`config.mk`:
```
export PLATFORM = sky130hd
export DESIGN_NAME = pipe_stage_reg
export DESIGN_NICKNAME = d
export VERILOG_FILES = /design/src/rtl/pipe_stage_reg.sv
export SDC_FILE = /design/constraint.sdc
export NUM_CORES = 1
export LEC_CHECK = 0
export CAP_MARGIN = 15
export CORE_MARGIN = 3
export CORE_UTILIZATION = 40
export CTS_CLUSTER_DIAMETER = 60
export DETAILED_ROUTE_END_ITERATION = 6
export HOLD_SLACK_MARGIN = 0.06
export PLACE_DENSITY = 0.66
export SYNTH_ARGS = -nofsm -noshare
export SYNTH_HDL_FRONTEND = slang
export SYNTH_SLANG_ARGS = --single-unit
```
`constraint.sdc`:
```
create_clock -name CLK -period 36.6 [get_ports CLK]
set_input_delay 7.32 -clock CLK [delete_from_list [all_inputs] [get_ports CLK]]
set_output_delay 7.32 -clock CLK [all_outputs]
set_load 0.02 [all_outputs]
```
`src/rtl/pipe_stage_reg.sv`:
```
// pipe_stage_reg -- parametrised inter-stage pipeline register (IF/ID .. MEM/WB).
//
// Carries PC, instruction, control word and NUM_DATA data words through a
// two-entry skid buffer (main + skid) with a valid/ready handshake. in_ready
// is a flop, so downstream back-pressure never forms a combinational path
// back upstream. A flush drops both entries and presents a bubble whose PC
// is captured from pc_in.
//
// Optional feature: define PIPE_STAGE_BUBBLE_CNT_EN to get a saturating
// 16-bit flush counter on bubble_cnt; otherwise bubble_cnt is tied to 0.
//
// Ports:
//   CLK        clock, all state on rising edge
//   reset      synchronous, active-high
//   flush      drop held entries, insert bubble (bubble PC <= pc_in)
//   in_valid   upstream beat valid          in_ready  buffer can accept (flop)
//   pc_in, instr_in, ctrl_in, data_in       upstream beat payload
//   out_valid  head holds a real instruction out_ready downstream accepts head
//   pc_out, instr_out, ctrl_out, data_out   head payload, or bubble when idle
//   bubble_cnt flush counter (0 when the counter is compiled out)

// One data channel: main/skid word pair, loads steered by the shared control.
module pipe_stage_lane #(
  parameter int DATA_W = 32
) (
  input  logic              CLK,
  input  logic              ld_main,
  input  logic              main_from_skid,
  input  logic              ld_skid,
  input  logic              main_v,
  input  logic [DATA_W-1:0] d_in,
  output logic [DATA_W-1:0] d_out
);
  logic [DATA_W-1:0] main_q, skid_q;

  // Payload needs no reset: it is only visible while main_v is set.
  always_ff @(posedge CLK) begin
    if (ld_main) main_q <= main_from_skid ? skid_q : d_in;
    if (ld_skid) skid_q <= d_in;
  end

  assign d_out = main_v ? main_q : '0;
endmodule

module pipe_stage_reg #(
  parameter int                PC_W        = 32,
  parameter int                INSTR_W     = 32,
  parameter int                CTRL_W      = 21,
  parameter int                DATA_W      = 32,
  parameter int                NUM_DATA    = 2,
  parameter logic [CTRL_W-1:0] BUBBLE_CTRL = 21'h13800C
) (
  input  logic                         CLK,
  input  logic                         reset,
  input  logic                         flush,
  input  logic                         in_valid,
  output logic                         in_ready,
  input  logic [PC_W-1:0]              pc_in,
  input  logic [INSTR_W-1:0]           instr_in,
  input  logic [CTRL_W-1:0]            ctrl_in,
  input  logic [NUM_DATA*DATA_W-1:0]   data_in,
  output logic                         out_valid,
  input  logic                         out_ready,
  output logic [PC_W-1:0]              pc_out,
  output logic [INSTR_W-1:0]           instr_out,
  output logic [CTRL_W-1:0]            ctrl_out,
  output logic [NUM_DATA*DATA_W-1:0]   data_out,
  output logic [15:0]                  bubble_cnt
);

  typedef struct packed {
    logic [PC_W-1:0]    pc;
    logic [INSTR_W-1:0] instr;
    logic [CTRL_W-1:0]  ctrl;
  } entry_t;

  entry_t            main_q, skid_q, in_e;
  logic              main_v, skid_v, in_ready_q;
  logic [PC_W-1:0]   bpc_q;

  logic              accept, fire;
  logic              ld_main, main_from_skid, ld_skid;
  logic              main_v_nxt, skid_v_nxt;

  assign in_e = '{pc: pc_in, instr: instr_in, ctrl: ctrl_in};

  // A flush cycle discards both handshakes, so neither side may move data.
  assign accept = in_valid & in_ready_q & ~flush;
  assign fire   = main_v & out_ready & ~flush;

  always_comb begin
    ld_main        = 1'b0;
    main_from_skid = 1'b0;
    ld_skid        = 1'b0;
    main_v_nxt     = main_v;
    skid_v_nxt     = skid_v;
    if (fire && skid_v) begin
      // Skid advances into main; a same-cycle beat refills the skid.
      ld_main        = 1'b1;
      main_from_skid = 1'b1;
      main_v_nxt     = 1'b1;
      ld_skid        = accept;
      skid_v_nxt     = accept;
    end else if (!main_v || fire) begin
      // Skid is empty here; main is free (or freeing) for the new beat.
      ld_main    = accept;
      main_v_nxt = accept;
    end else begin
      // Main stalled. in_ready is low whenever the skid is full, so an
      // accept here always lands in an empty skid.
      ld_skid = accept;
      if (accept) skid_v_nxt = 1'b1;
    end
  end

  always_ff @(posedge CLK) begin
    if (reset) begin
      main_v     <= 1'b0;
      skid_v     <= 1'b0;
      in_ready_q <= 1'b1;
      bpc_q      <= '0;
    end else if (flush) begin
      main_v     <= 1'b0;
      skid_v     <= 1'b0;
      in_ready_q <= 1'b1;
      bpc_q      <= pc_in;
    end else begin
      main_v     <= main_v_nxt;
      skid_v     <= skid_v_nxt;
      in_ready_q <= ~skid_v_nxt;
    end
  end

  always_ff @(posedge CLK) begin
    if (ld_main) main_q <= main_from_skid ? skid_q : in_e;
    if (ld_skid) skid_q <= in_e;
  end

  // Data channels, channel 0 in the LSBs.
  for (genvar g = 0; g < NUM_DATA; g++) begin : g_lane
    pipe_stage_lane #(.DATA_W(DATA_W)) u_lane (
      .CLK            (CLK),
      .ld_main        (ld_main),
      .main_from_skid (main_from_skid),
      .ld_skid        (ld_skid),
      .main_v         (main_v),
      .d_in           (data_in[g*DATA_W +: DATA_W]),
      .d_out          (data_out[g*DATA_W +: DATA_W])
    );
  end

  assign in_ready  = in_ready_q;
  assign out_valid = main_v;
  assign pc_out    = main_v ? main_q.pc    : bpc_q;
  assign instr_out = main_v ? main_q.instr : '0;
  assign ctrl_out  = main_v ? main_q.ctrl  : BUBBLE_CTRL;

`ifdef PIPE_STAGE_BUBBLE_CNT_EN
  logic [15:0] bcnt_q;

  always_ff @(posedge CLK) begin
    if (reset)                          bcnt_q <= '0;
    else if (flush && bcnt_q != 16'hFFFF) bcnt_q <= bcnt_q + 16'd1;
  end

  assign bubble_cnt = bcnt_q;
`else
  assign bubble_cnt = '0;
`endif

endmodule

```
## Yosys cells after proc, flatten, opt, wreduce, memory -nomap -nowiden

Cells that the tools add are included.

- Muxes and demuxes: 18
- Reductions and logical operators: 5
- Bitwise logic cells: 6

Operators with widths:

| operator | number |
|---|---|
| 2-to-1 mux 32 bit | 6 |
| 2-to-1 mux 85 bit | 1 |
| 2-to-1 mux 21 bit | 1 |
| 2-to-1 mux 1 bit | 10 |
| AND 1 bit | 4 |
| inverter 1 bit | 2 |
| nonzero test 2 bit | 1 |
| OR reduction 2 bit | 1 |
| logical AND 1 bit | 1 |
| logical NOT 1 bit | 1 |
| logical OR 1 bit | 1 |

- Input bits: 154
- Register bits after elaboration: 333
- Logic and storage cells: 43
- Output and inout port bits: 167

## Depth between registers and ports, before layout

Gate-level depths: netlist of run 1.

- Depth in word-level cells: 6
- Gate-level depth with buffers: 7
- Mapped depth without buffers: 3

## Modules after synthesis

A second synthesis of run 1 with hierarchy kept.

- Cell total of the unflattened synthesis: 769
- Area total of the unflattened synthesis: 13784.5 µm²

Modules (own cells, without submodules):

| module | seq. area each (µm²) | cells an instance | area an instance (µm²) | instances |
|---|---|---|---|---|
| pipe_stage_reg | 5805.6 | 499 | 8429.3 | 1 |
| pipe_stage_lane | 1921.8 | 135 | 2677.6 | 2 |

## Worst setup path after synthesis of run 1

No wires, ideal clock.

- Path type: in2reg
- From: input in_valid
- To: register g_lane[0].u_lane.skid_q[0] (enable)
- Required time: 35.153 ns
- Path slack: 4.648 ns
- Arrival: 30.505 ns
- Stages: 2
- Buffers on the path: 0
- Library setup time: 1.447 ns
- Cells stage by stage: nand2_1 -> a2111oi_0

- Word-level cells in the longest chain between the ends: 4

Ends and longest elaborated chain:

| element | RTL line | text |
|---|---|---|
| start: declaration | 56 | `input logic in_valid,` |
| AND 1 bit (*) (2 in series) | 88 | `assign accept = in_valid & in_ready_q & ~flush;` |
| 2-to-1 mux 1 bit | 104 | `end else if (!main_v \|\| fire) begin` |
| 2-to-1 mux 1 bit (*) | 97 | `if (fire && skid_v) begin` |
| net g_lane[0].u_lane.ld_skid | 29 | `input logic ld_skid,` |
| end signal: assignment | 39 | `if (ld_skid) skid_q <= d_in;` |
| end: declaration | 34 | `logic [DATA_W-1:0] main_q, skid_q;` |

Mark *: on every way through the listed nets, which the timed path passes. The rest lies on a longest branch.
A chain may end at the register's enable or synchronous reset.

## Worst setup path in the final report of run 1

- From: register main_v, in the netlist out_valid
- To: output pc_out[29]

- Word-level cells in the longest chain between the ends: 1

Ends and longest elaborated chain:

| element | RTL line | text |
|---|---|---|
| start: declaration | 78 | `logic main_v, skid_v, in_ready_q;` |
| start signal: assignment | 128 | `main_v <= main_v_nxt;` |
| 2-to-1 mux 32 bit | 154 | `assign pc_out = main_v ? main_q.pc : bpc_q;` |
| end: declaration | 64 | `output logic [PC_W-1:0] pc_out,` |

Every way passes these cells.

==> results of run 1 <==
-- layer usage --
metal / share of wire (%) / vias to the layer above / global-route usage, %
met3: 11 / 51 / 6.57
li1: - / 3435 / -
met4: 2.0 / 6 / 4.26
met1: 42 / 3534 / 19.9
met2: 45 / 266 / 24.1
met5: 0.13 / - / 0
-- area by class of cell --
class	instances	area share (%)
timing repair buffer	313	16.9
inverter	3	0.0615
sequential	333	52.7
clock buffer	53	5.78
clock inverter	16	0.813
tap	448	3.06
multi-input combinational	390	20.7
-- path summary, 6_finish.rpt --
check,from,to,depth (start not counted)
worst max-delay path,out_valid$_SDFFE_PP0P_,pc_out[29],3
worst min-delay path,bpc_q[31]$_SDFFE_PP0P_,bpc_q[31]$_SDFFE_PP0P_,2
worst max register to register,out_valid$_SDFFE_PP0P_,skid_q[55]$_DFFE_PP_,5
worst min register to register,bpc_q[31]$_SDFFE_PP0P_,bpc_q[31]$_SDFFE_PP0P_,2
-- where the power goes --
group | switching, W | internal, W
Clock | 0.000147 | 0.000218
Sequential | 0.00000368 | 0.000427
Combinational | 0.0000319 | 0.0000406
Total | 0.000183 | 0.000685
-- cells by family (layout without fill, tap and decap cells) --
group	after synthesis	count (layout)	share of synthesized area [%]
other	1	16	0.0273
buffers and inverters	61	385	2.90
AND/OR/NAND/NOR	154	154	6.37
AO/OA/AOI/OAI	7	7	0.355
flip-flops	333	333	70.2
multiplexers	213	213	20.2
-- layout by cell type (no fill, tap or decap), types with 2 or more instances in the layout --
master / n
clkdlybuf4s50_1: 302
clkbuf_8: 3
inv_6: 2
bufinv_16: 2
and2_1: 111
o21ai_0: 2
buf_4: 9
edfxtp_1: 298
conb_1: 16
clkinv_1: 3
clkinvlp_4: 2
nand2b_1: 6
clkbuf_16: 39
clkbuf_1: 11
dfxtp_1: 34
mux2_4: 110
clkinv_2: 5
mux2_2: 71
inv_1: 2
nand2_1: 2
buf_2: 2
nor2_1: 33
mux2i_1: 32
-- registers in the layout, indices dropped and copies added (netlist names), named ones only --
signal                cells
out_valid                 1
main_q                   85
bpc_q                    32
skid_q                   85
g_lane.u_lane.skid_q     64
in_ready                  1
g_lane.u_lane.main_q     64
-- stage by stage --
| step | area, sq um | total power, W | setup WS (ps) | std cells |
|---|---|---|---|---|
| after floorplan | 13800 | 0.000477 | 4650 | 784 |
| after detailed placement | 17100 | 0.000512 | 25910 | 1487 |
| after global routing | 18300 | 0.000901 | 25850 | 1556 |
| final | 18300 | 0.000867 | 26100 | 1556 |
| after CTS | 18300 | 0.000880 | 26010 | 1556 |
| after global placement | 17100 | 0.000511 | 25930 | 1487 |
-- worst max-delay path, delay by kind of cell, from the launching register on --
kind	cells	cell delay [ps]
buf+inv	2	1320
mux	1	410
flops	1	790
==> results.ini, run 1 <==
[outcome]
outcome=finished, final reports clean

[critical_path]
cp-start-kind=register
endpoint_kind=output port
cp.required_ps=29280
path_cells=buf_4, mux2_2, clkdlybuf4s50_1
r2r_slack_ps=32370
path_class=reg -> out
crit_path_top_delay_cell=dfxtp_4
cpPeakStageDelay_ps=790
arrival_ps=3180
cp_max_fo=92

[yosys]
yosysTopAreaCell=edfxtp_1
syn-mean-instance-area_sq_um=17.9
synth-async-reset-ratio_pct=0
ys_seq_elements=333
synth_ff_type=edfxtp_1
synth-warning-count=0
synth_top_area_share_pct=65.1
netlist_area_sq_mm=0.0137
synth_edf_count=298
ys_seq_area_share_pct=70.2
yosys-top-cells-count=298 x edfxtp_1, 111 x and2_1, 110 x mux2_4
synth_area_leaders=edfxtp_1 65%, mux2_4 12%, mux2_2 5.8%
synth_cell_type_count=24
synth.most_common_cell=edfxtp_1
netlist_instances=769

[global_routing]
antenna_found_initial=3
grt_start_max_net_pins=93
grt_pass1_vias=7551
grt_first_pass_wirelength_mm=43.7
track_usage_pct=15.5
grt.overflow.total=0

[route]
via_count=7292
drtAntennaViolNets=0
drt_iter0_drc=306
wl_per_cell_um=18.6
vias_per_cell=4.69
wirelength_mm=29.0
drc_errors=0
firstDrtPassIters=5

[placement]
portBuffers=304
hpwlAfterDp_mm=18.6
place.gp.congestion=0.731

[die]
core_sq_mm=0.0337
rows=67
fp.dieW_um=191
start_util_pct=40.8
die-area_sq_mm=0.0366
io_pins=321
dieHeight_um=191

[hold_path]
hp-class=reg -> reg

[finish]
fin_util_pct=54.4
drive_gt1_share_pct=22.7
area_growth_pct=33.2
diodes=0
fillers=2690
seq_area_sq_mm=0.00965
final_nets=1233
multi_input_area_sq_mm=0.00378

[clocking]
clock-sinks=333
cts_max_level=2
cts_buffer_depth=3
cts_tree=done
clkLatencyLatePin_ps=520
cts_setup_buffers=0
cts_made_buffers=38
clkSlewWorstSetupHoldPaths_ps=60
cts.repair.resized=0
cts_root_buffer=clkbuf_16
cts_hold_buffers=0

[sta]
fin_worst_skew_ps=20.3
hold_viol=0
min_period_over_period_pct=28.7
tns_ps=0
slew_violations=0
max_slew_margin_pct=23.2
max_freq_mhz=95.3
rsz0062_at_grt=no
holdWs_ps=489
min_period_ps=10500
setup_viol=0
max_slew.worst_pin.slew_ps=1150

[power_and_ir_drop]
p_leak_nw=6.83
power.density_mw_per_mm2=47.4
peakVddDrop_mv=0.0448

[run]
cap_violations=0

No activity file was read; power rests on OpenSTA's default activity.
==> run 2, diff against run 1 <==
PLACE_DENSITY = 0.69   (was 0.66)
clock period = 9.1 ns   (was 36.6 ns; I/O delays follow)
==> run 2 against run 1 <==
Die area unchanged. Via count down 0.29%. Combinational power rose to 4.0 times the previous value. Sequential power rose to 4.0 times the previous value. Critical path type unchanged. Largest power group unchanged.
==> results.ini, run 2 (synthesis gave the netlist of run 1 again) <==
[outcome]
outcome=finished, final reports clean

[finish]
final_nets=1228
stdcell_area_sq_mm=0.0183
layout_commonest_cell=clkdlybuf4s50_1
drive_gt1_share_pct=22.1
seq_area_sq_mm=0.00965
fillers=2687
multi_input_area_sq_mm=0.00380
area_growth_pct=32.8
largestRegisters=main_q: 85 flops, skid_q: 85 flops
diodes=0
layout_common_cells=302 x clkdlybuf4s50_1, 298 x edfxtp_1, 111 x and2_1

[route]
vias_per_cell=4.69
drc_errors=0
firstDrtPassIters=4
wl_per_cell_um=18.7
drtAntennaViolNets=0
via_count=7271
drt_iter0_drc=273
wirelength_mm=28.9

[power_and_ir_drop]
p_int_w=0.00270
combPwrFrac_pct=8.5
p_leak_nw=6.79
swShare_pct=21.1
p_sw_w=0.000720
peakVddDrop_mv=0.137
power.density_mw_per_mm2=187
power.share.sequential_pct=50.6
power_w=0.00342
clkPwrFrac_pct=40.8

[global_routing]
grt_pass1_vias=7681
track_usage_pct=15.3
grt_first_pass_wirelength_mm=43.9
grt.overflow.total=0
antenna_found_initial=2
grt_start_max_net_pins=150

[die]
core_sq_mm=0.0337
io_pins=321
fp.dieW_um=191
start_util_pct=40.8
rows=67
die-area_sq_mm=0.0366
dieHeight_um=191

[sta]
min_period_over_period_pct=55.2
rsz0062_at_grt=no
hold_viol=0
fin_worst_skew_ps=13.8
setup_slack_ps=4080
min_period_ps=5020
max_slew_margin_pct=22.8
max_slew.worst_pin.slew_ps=1160
tns_ps=0
max_freq_mhz=199
slew_violations=0
setup_viol=0

[clocking]
cts_root_buffer=clkbuf_16
clkLatencyLatePin_ps=510
cts.repair.resized=0
cts_max_level=2
clock-sinks=333
cts_setup_buffers=0
cts_hold_buffers=0
cts_buffer_depth=3
cts_made_buffers=37
cts_tree=done
clkSlewWorstSetupHoldPaths_ps=50

[placement]
hpwlAfterDp_mm=17.7
place.gp.congestion=0.732
portBuffers=304
pre_cts_ws_ps=4280
place_area_sq_mm=0.0171

[run]
cap_violations=0

[critical_path]
arrival_ps=3200
cp_max_fo=95
cp-start-kind=register
cp.required_ps=7280
endpoint_kind=output port
r2r_slack_ps=5040
path_class=reg -> out

[hold_path]
hp-class=reg -> reg

[run 2: area by class of cell]
cell class                 instances  share of cell area [%]
sequential                       333                    52.9
clock buffer                      49                    5.60
clock inverter                    17                   0.610
inverter                           3                  0.0617
tap                              448                    3.07
timing repair buffer             309                    17.0
multi-input combinational        390                    20.8
[run 2: worst max-delay path: stages (launching register included)]
cell             delay [ps]
dfxtp_4                 990
buf_4                   650
mux2_2                  410
clkdlybuf4s50_1         590
[run 2: power groups by stage]
stage	clock, W	combinational, W	sequential [W]
4_1_cts	0.00145	0.000296	0.00173
2_1_floorplan	0	0.000148	0.00176
3_3_place_gp	0	0.000291	0.00176
6_report	0.00140	0.000291	0.00173
3_5_place_dp	0	0.000294	0.00176
5_1_grt	0.00151	0.000311	0.00174
[run 2: per-layer routing]
metal	GRT usage (%)	part of all wire (%)	vias to the layer above
met5	0	0.080	-
met4	3.67	1.6	4
met3	5.01	8.3	41
met2	24.2	46	253
met1	20.7	44	3547
li1	-	-	3426
[run 2: through the flow]
| step | hold slack [ps] | utilization, % | instances |
|---|---|---|---|
| after floorplan | 456 | - | 784 |
| after global placement | 468 | 50.8 | 1483 |
| after detailed placement | 480 | 50.8 | 1483 |
| after CTS | 495 | 54.2 | 1549 |
| after global routing | 517 | 54.2 | 1549 |
| final | 488 | 54.2 | 1549 |
[run 2: worst paths after layout]
kind,depth (start not counted),to,from
max,3,pc_out[29],out_valid$_SDFFE_PP0P_
min,2,bpc_q[18]$_SDFFE_PP0P_,bpc_q[18]$_SDFFE_PP0P_
max reg2reg,5,g_lane[0].u_lane.main_q[0]$_DFFE_PP_,out_valid$_SDFFE_PP0P_
min reg2reg,2,bpc_q[18]$_SDFFE_PP0P_,bpc_q[18]$_SDFFE_PP0P_
==> run 3, diff against run 2 <==
clock period = 4.3 ns   (was 9.1 ns; I/O delays follow)
==> run 3 against run 2 <==
Via count rose by 2.1%. Worst setup slack got worse by 3300 ps. Cell count increased by 1.0%. Core utilization grew 0.62 points. Cell area rose by 1.1%. Global-route usage is 0.33 points higher. Power grew 110%. Die area did not move. Critical path type unchanged.
==> results.ini, run 3 (synthesis gave the netlist of run 1 again) <==
[route]
firstDrtPassIters=4
wirelength_mm=29.3
via_count=7422
drc_errors=0
vias_per_cell=4.74
drtAntennaViolNets=0
wl_per_cell_um=18.7
drt_iter0_drc=316

[die]
fp.dieW_um=191
die-area_sq_mm=0.0366
io_pins=321
core_sq_mm=0.0337
dieHeight_um=191
start_util_pct=40.8
rows=67

[power_and_ir_drop]
p_int_w=0.00578
power.density_mw_per_mm2=397
power.share.sequential_pct=50.0
power_w=0.00733
p_leak_nw=6.90
swShare_pct=21.1
combPwrFrac_pct=8.6
clkPwrFrac_pct=41.5
peakVddDrop_mv=0.317
p_sw_w=0.00154

[clocking]
cts_buffer_depth=3
cts.repair.resized=0
cts_root_buffer=clkbuf_16
cts_setup_buffers=0
cts_made_buffers=38
clkSlewWorstSetupHoldPaths_ps=60
clock-sinks=333
clkLatencyLatePin_ps=510
cts_tree=done
cts_max_level=2
cts_hold_buffers=0

[sta]
hold_viol=0
max_slew.worst_pin.slew_ps=870
max_slew_margin_pct=42.0
min_period_ps=3530
max_freq_mhz=283
fin_worst_skew_ps=14.2
setup_slack_ps=772
min_period_over_period_pct=82.0
setup_viol=0
rsz0062_at_grt=no
slew_violations=0

[finish]
final_nets=1241
multi_input_area_sq_mm=0.00380
layout_common_cells=302 x clkdlybuf4s50_1, 298 x edfxtp_1, 111 x and2_1
seq_area_sq_mm=0.00965
stdcell_area_sq_mm=0.0185
layout_commonest_cell=clkdlybuf4s50_1
area_growth_pct=34.4
fin_util_pct=54.8
diodes=0
largestRegisters=main_q: 85 flops, skid_q: 85 flops
fillers=2678
final_cell_count_no_fill=1565
drive_gt1_share_pct=23.1

[critical_path]
arrival_ps=2670
crit_cells=3
crit_path_top_delay_cell=dfxtp_4
crit_buf_inv=2
path_class=reg -> out
cp.required_ps=3440
r2r.worst_path.cells=4
r2r_slack_ps=1590
crit_end=pc_out[30]
cp-start-kind=register
path_cells=buf_4, mux2_2, clkdlybuf4s50_1
startpoint=out_valid$_SDFFE_PP0P_
reg2reg_from=out_valid$_SDFFE_PP0P_
cpPeakStageDelay_ps=780
r2r-end=main_q[77]$_DFFE_PP_
path_delay_family=buffers and inverters
endpoint_kind=output port
cp_max_fo=57

[placement]
dp_cells=1495
portBuffers=304
pre_cts_ws_ps=999
place_area_sq_mm=0.0173
hpwlAfterDp_mm=19.0
place.gp.congestion=0.748

[global_routing]
track_usage_pct=15.7
grt_first_pass_wirelength_mm=44.6
grt_start_max_net_pins=83
grt.overflow.total=0
grt_pass1_vias=7794
antenna_found_initial=0

[hold_path]
hp-class=reg -> reg

[run]
cap_violations=0

[outcome]
outcome=finished, final reports clean

## run 3: layout make-up
class	count	share of cell area, %
clock buffer	55	6.00
clock inverter	15	0.440
inverter	3	0.0610
multi-input combinational	390	20.6
sequential	333	52.3
tap	448	3.03
timing repair buffer	321	17.7
## run 3: worst reg2reg max path, stage by stage (launching register included)
cell     delay [ps]
dfxtp_4         780
inv_2           150
or4_4           830
buf_12          330
mux2_4          390
## run 3: how the worst min path moves through the flow
stage                                      start                     end  depth (start not counted)
after CTS                  bpc_q[2]$_SDFFE_PP0P_   bpc_q[2]$_SDFFE_PP0P_                          2
final                      bpc_q[3]$_SDFFE_PP0P_   bpc_q[3]$_SDFFE_PP0P_                          2
after floorplan            bpc_q[0]$_SDFFE_PP0P_   bpc_q[0]$_SDFFE_PP0P_                          2
after global routing      bpc_q[22]$_SDFFE_PP0P_  bpc_q[22]$_SDFFE_PP0P_                          2
after global placement    bpc_q[12]$_SDFFE_PP0P_  bpc_q[12]$_SDFFE_PP0P_                          2
after detailed placement  bpc_q[22]$_SDFFE_PP0P_  bpc_q[22]$_SDFFE_PP0P_                          2
## run 3: through the flow
step,hold slack (ps),setup TNS (ps)
floorplan,456,-464100
global placement,468,0
detailed placement,479,0
CTS,495,0
global route,519,0
finish,487,0
## run 3: power groups by stage
stage	registers [W]	logic, W	clock network (W)
6_report	0.00366	0.000629	0.00304
5_1_grt	0.00367	0.000673	0.00326
4_1_cts	0.00366	0.000638	0.00313
3_5_place_dp	0.00373	0.000633	0
3_3_place_gp	0.00373	0.000625	0
2_1_floorplan	0.00372	0.000316	0
## run 3: routing by layer
metal	vias to the layer above	wire length, um	share of wire, %	global-route usage (%)
met3	38	2590	8.9	5.34
li1	3446	-	-	-
met1	3650	12600	43	20.5
met5	-	0	0	0
met2	288	13600	46	25.2
met4	0	481	1.6	3.84
